## config.mk

```make
export PLATFORM = sky130hd
export DESIGN_NAME = neuromorphic_x1_arbiter
export DESIGN_NICKNAME = d
export VERILOG_FILES = /design/src/rtl/neuromorphic_x1_arbiter.sv
export SDC_FILE = /design/constraint.sdc
export NUM_CORES = 1
export LEC_CHECK = 0
export BUFFER_PORTS_ARGS = -buffer_cell sky130_fd_sc_hd__buf_2
export CORE_MARGIN = 2
export CORE_UTILIZATION = 47
export DETAILED_ROUTE_END_ITERATION = 12
export PLACE_DENSITY = 0.88
export RECOVER_POWER = 100
export SYNTH_ARGS = -nofsm -noshare
export SYNTH_HDL_FRONTEND = slang
export SYNTH_SLANG_ARGS = --single-unit
```

## constraint.sdc

```tcl
create_clock -name CLKin -period 2.2 [get_ports CLKin]
set_clock_uncertainty 0.1 [all_clocks]
set_input_delay 0.22 -clock CLKin [delete_from_list [all_inputs] [get_ports CLKin]]
set_output_delay 0.22 -clock CLKin [all_outputs]
set_load 0.01 [all_outputs]
```

## src/rtl/neuromorphic_x1_arbiter.sv

```systemverilog
// neuromorphic_x1_arbiter: two-port round-robin arbiter sequencing accesses onto the
// NEUROMORPHIC_X1 functional port, holding EN until func_ack or a bounded timeout.
module neuromorphic_x1_arbiter #(
  parameter int TIMEOUT = 1023
) (
  input  logic        CLKin,
  input  logic        RSTin,
  input  logic        req0_valid,
  output logic        req0_ready,
  input  logic        req0_rw,
  input  logic [31:0] req0_addr,
  input  logic [31:0] req0_wdata,
  input  logic [3:0]  req0_sel,
  output logic        req0_done,
  output logic [31:0] req0_rdata,
  output logic        req0_err,
  input  logic        req1_valid,
  output logic        req1_ready,
  input  logic        req1_rw,
  input  logic [31:0] req1_addr,
  input  logic [31:0] req1_wdata,
  input  logic [3:0]  req1_sel,
  output logic        req1_done,
  output logic [31:0] req1_rdata,
  output logic        req1_err,
  output logic        mac_en,
  output logic        mac_r_wb,
  output logic [31:0] mac_di,
  output logic [31:0] mac_ad,
  output logic [3:0]  mac_sel,
  input  logic [31:0] mac_do,
  input  logic        mac_ack,
  output logic        busy,
  output logic [7:0]  timeout_count
);
  localparam logic [15:0] TMO_LAST = 16'(TIMEOUT - 1);
  typedef enum logic [1:0] {S_IDLE, S_BUSY, S_DONE} state_t;
  state_t      r_state, w_next;
  logic        r_last, r_owner;
  logic [15:0] r_cnt;
  logic        w_grant0, w_grant1, w_accept, w_end, w_tmo;
  logic [31:0] w_rdata;
  // r_last = 1 means port 1 won the previous grant, so port 0 takes the next tie
  assign w_grant1   = req1_valid & (~req0_valid | ~r_last);
  assign w_grant0   = req0_valid & ~w_grant1;
  assign req0_ready = RSTin & (r_state == S_IDLE) & w_grant0;
  assign req1_ready = RSTin & (r_state == S_IDLE) & w_grant1;
  assign w_accept   = req0_ready | req1_ready;
  assign w_tmo      = r_cnt == TMO_LAST;
  assign w_end      = mac_ack | w_tmo;
  assign w_rdata    = (mac_ack & mac_r_wb) ? mac_do : 32'd0;
  assign mac_en     = r_state == S_BUSY;
  assign busy       = r_state != S_IDLE;
  assign req0_done  = (r_state == S_DONE) & ~r_owner;
  assign req1_done  = (r_state == S_DONE) & r_owner;
  always_comb begin
    w_next = r_state;
    case (r_state)
      S_IDLE:  w_next = w_accept ? S_BUSY : S_IDLE;
      S_BUSY:  w_next = w_end ? S_DONE : S_BUSY;
      default: w_next = S_IDLE;
    endcase
  end
  always_ff @(posedge CLKin or negedge RSTin) begin
    if (!RSTin) r_state <= S_IDLE;
    else        r_state <= w_next;
  end
  always_ff @(posedge CLKin or negedge RSTin) begin
    if (!RSTin) begin
      r_last        <= 1'b1;
      r_owner       <= 1'b0;
      r_cnt         <= 16'd0;
      mac_r_wb      <= 1'b1;
      mac_di        <= 32'd0;
      mac_ad        <= 32'd0;
      mac_sel       <= 4'd0;
      req0_rdata    <= 32'd0;
      req0_err      <= 1'b0;
      req1_rdata    <= 32'd0;
      req1_err      <= 1'b0;
      timeout_count <= 8'd0;
    end else begin
      if (w_accept) begin
        r_owner  <= req1_ready;
        r_last   <= req1_ready;
        mac_r_wb <= req1_ready ? req1_rw    : req0_rw;
        mac_di   <= req1_ready ? req1_wdata : req0_wdata;
        mac_ad   <= req1_ready ? req1_addr  : req0_addr;
        mac_sel  <= req1_ready ? req1_sel   : req0_sel;
      end
      r_cnt <= (r_state == S_BUSY) ? r_cnt + 16'd1 : 16'd0;
      if (r_state == S_BUSY && w_end) begin
        if (r_owner) begin
          req1_rdata <= w_rdata;
          req1_err   <= ~mac_ack;
        end else begin
          req0_rdata <= w_rdata;
          req0_err   <= ~mac_ack;
        end
        if (!mac_ack && timeout_count != 8'hFF) timeout_count <= timeout_count + 8'd1;
      end
    end
  end
endmodule

```

==> impl_metrics.json <==
{
  "status": "finished clean",
  "finalHoldViolCount": 0,
  "yosysWarnings": 0,
  "grt_use_total_pct": 35.6,
  "grt_max_degree": 116,
  "gp_congestion": 0.877,
  "synth_top_family_by_area": "simple AND/OR/NAND/NOR gates",
  "leakage_uw": 0.00503,
  "pwr_density_cell_mw_per_mm2": 1170,
  "via_count": 8151,
  "drv_slew": 0,
  "pre_cts_ws_ps": 4.99,
  "wl_per_cell_um": 21.9,
  "grt_pass1_vias": 8240,
  "dp_hpwl_um": 15100,
  "overflow": 0,
  "die_area_mm2": 0.0160,
  "synth-compound-area-share_pct": 16.6,
  "ys.flop_type": "dfrtp_1",
  "synth-adder-area-share_pct": 0.533,
  "clk_transition_reported_paths_ps": 70,
  "yosysUniqueCellTypes": 42,
  "clock-sinks": 163,
  "instances_no_fill": 1353,
  "p_int_uw": 7720,
  "cap_violations": 0,
  "comb_power_share_pct": 36.4,
  "synth_edf_count": 0,
  "timing.final.crit_share_pct": 95.0,
  "die_h_um": 126,
  "max_clock_freq_mhz": 478,
  "p_seq_share_pct": 40.6,
  "dp.cells": 1140,
  "cp-start-kind": "flop",
  "syn_inst": 674,
  "postRouteAntennaNets": 0,
  "fin_crit_ps": 2090,
  "initial_core_util_pct": 48.3,
  "final_cell_mix": "buf_2, dlygate4sd3_1, dfrtp_1",
  "arrival_ps": 2340,
  "port_buffers": 323,
  "setup_slack_ps": 109,
  "die_x_um": 126,
  "p_sw_share_pct": 39.5,
  "crit_fanout": 67,
  "ys_seq_elements": 163,
  "synth_xor_area_share_pct": 2.24,
  "setup_viol": 0,
  "core_area_mm2": 0.0146,
  "drive_above_1_share_pct": 20.6,
  "rows": 44,
  "ios": 324,
  "crit_type": "flop to flop",
  "clkPwrFrac_pct": 23.0,
  "area_growth_pct": 54.4,
  "critPathCaptureType": "flop",
  "synthMuxAreaShare_pct": 0.160,
  "min_path_type": "primary input to flop",
  "cts_tree": "done",
  "htreeDepth": 4,
  "synth-simple-area-share_pct": 17.3,
  "drt_iter0_drc": 845,
  "irDropWorstVdd_mv": 0.605,
  "clk_path_buf_depth": 2,
  "layout_commonest_cell": "buf_2",
  "grt_pass1_wl_um": 44300,
  "antenna_found_initial": 2,
  "max_slew_margin_pct": 20.8,
  "clock_latency_ps": 430,
  "root_buffer": "clkbuf_16",
  "ys_seq_area_share_pct": 57.9,
  "switchingPower_uw": 5050,
  "synth_area_mm2": 0.00705,
  "route.detailed.drc": 0,
  "worst_pin_slew_ps": 1190,
  "routed_wl_um": 29700,
  "ys_async_sr_fraction_pct": 100,
  "avgSynthCellArea_um2": 10.5,
  "routed_via_density": 6.02,
  "syn_nets": 852,
  "worstPathRequired_ps": 2450,
  "firstDrtPassIters": 8,
  "cts_buffers": 17,
  "rsz0062_at_grt": "false",
  "finalNetCount": 1327
}
[cell families after synthesis]
group,count (synthesis)
buffers and inverters,60
xor gates and xnor gates,18
muxes,1
adders and majority gates,3
and+or+nand+nor,282
DFF,163
AOI/OAI and AO/OA,147
[registers in the layout, indices dropped and copies added (netlist names)]
register,cells
mac_ad,32
mac_di,32
mac_r_wb,1
mac_sel,4
r_cnt,16
r_last,1
r_owner,1
r_state,2
req0_err,1
req0_rdata,32
req1_err,1
req1_rdata,32
timeout_count,8
[cells in the mapped netlist, drive strengths merged (3+ instances only)]
| library cell | number | area, um2 |
|---|---|---|
| a32o | 64 | 641 |
| nor3 | 4 | 20.0 |
| nor2 | 89 | 342 |
| and3 | 5 | 31.3 |
| dfrtp | 161 | 4030 |
| nand4 | 8 | 65.1 |
| and4 | 3 | 30.0 |
| and2 | 4 | 27.5 |
| a21oi | 6 | 30.0 |
| inv | 5 | 18.8 |
| a31oi | 69 | 432 |
| o21ai | 5 | 47.5 |
| nand3 | 10 | 50.1 |
| clkbuf | 17 | 63.8 |
| buf | 36 | 257 |
| ha | 3 | 37.5 |
| nand2 | 149 | 559 |
| xor2 | 16 | 140 |
[worst paths after layout]
kind                                start    endpoint  slack (ps)  depth (start not counted)
max reg2reg                    r_state[0]   mac_di[6]         110                          5
min in group asynchronous           RSTin  mac_di[25]          90                          2
max in group asynchronous           RSTin  mac_ad[19]         580                          3
max                            r_state[0]   mac_di[6]         110                          5
min reg2reg                        r_last      r_last         390                          2
min                        req0_wdata[25]  mac_di[25]          30                          3
[worst max-delay path, stage by stage, from the launching register on]
cell     delay [ps]
dfrtp_1         430
nor2_2          290
and3_1          330
buf_12          310
nand2_1         270
a31oi_1         230
[through the flow]
stage	util (%)	power [uW]	hold slack, ps	area (um2)	TNS [ps]
floorplan	-	7390	-176	7050	0
global placement	59.9	9220	-80.7	8740	0
detailed placement	59.9	9360	-78.5	8740	0
CTS	75.5	12500	4.11	11000	-5.17
global route	74.5	13300	40.2	10900	0
finish	74.6	12800	25.2	10900	0
[power groups by stage]
stage | Sequential [uW] | Clock (uW) | Combinational [uW]
2_1_floorplan | 5470 | 0 | 1920
3_3_place_gp | 4970 | 0 | 4240
3_5_place_dp | 4970 | 0 | 4390
4_1_cts | 4970 | 2920 | 4640
5_1_grt | 5280 | 3090 | 4970
6_report | 5180 | 2940 | 4650
[layout make-up]
type	instances	area (um2)
diodes	7	17.5
fillers	956	3710
clock buffers	20	437
repair buffers	509	3320
inverters	5	18.8
multi-input cells	453	2650
flip-flops and latches	163	4080
well taps	184	230
clock inverters	12	133
[metal layers]
layer	GRT usage, %	vias up	routed length, um
met1	39.4	3805	9840
met5	0	-	13
met4	24.4	2	2360
li1	-	3367	-
met3	11.2	229	3380
met2	58.7	748	14100
[repair_timing]
item	CTS	global route
endpoints found under the setup margin	1	51
gates resized for setup	0	5
buffers inserted	0	3
hold buffers	169	0
endpoints found under the hold margin	291	0
cloned	1	1
pin swaps	1	2
Power figures use the tool's default switching activity.
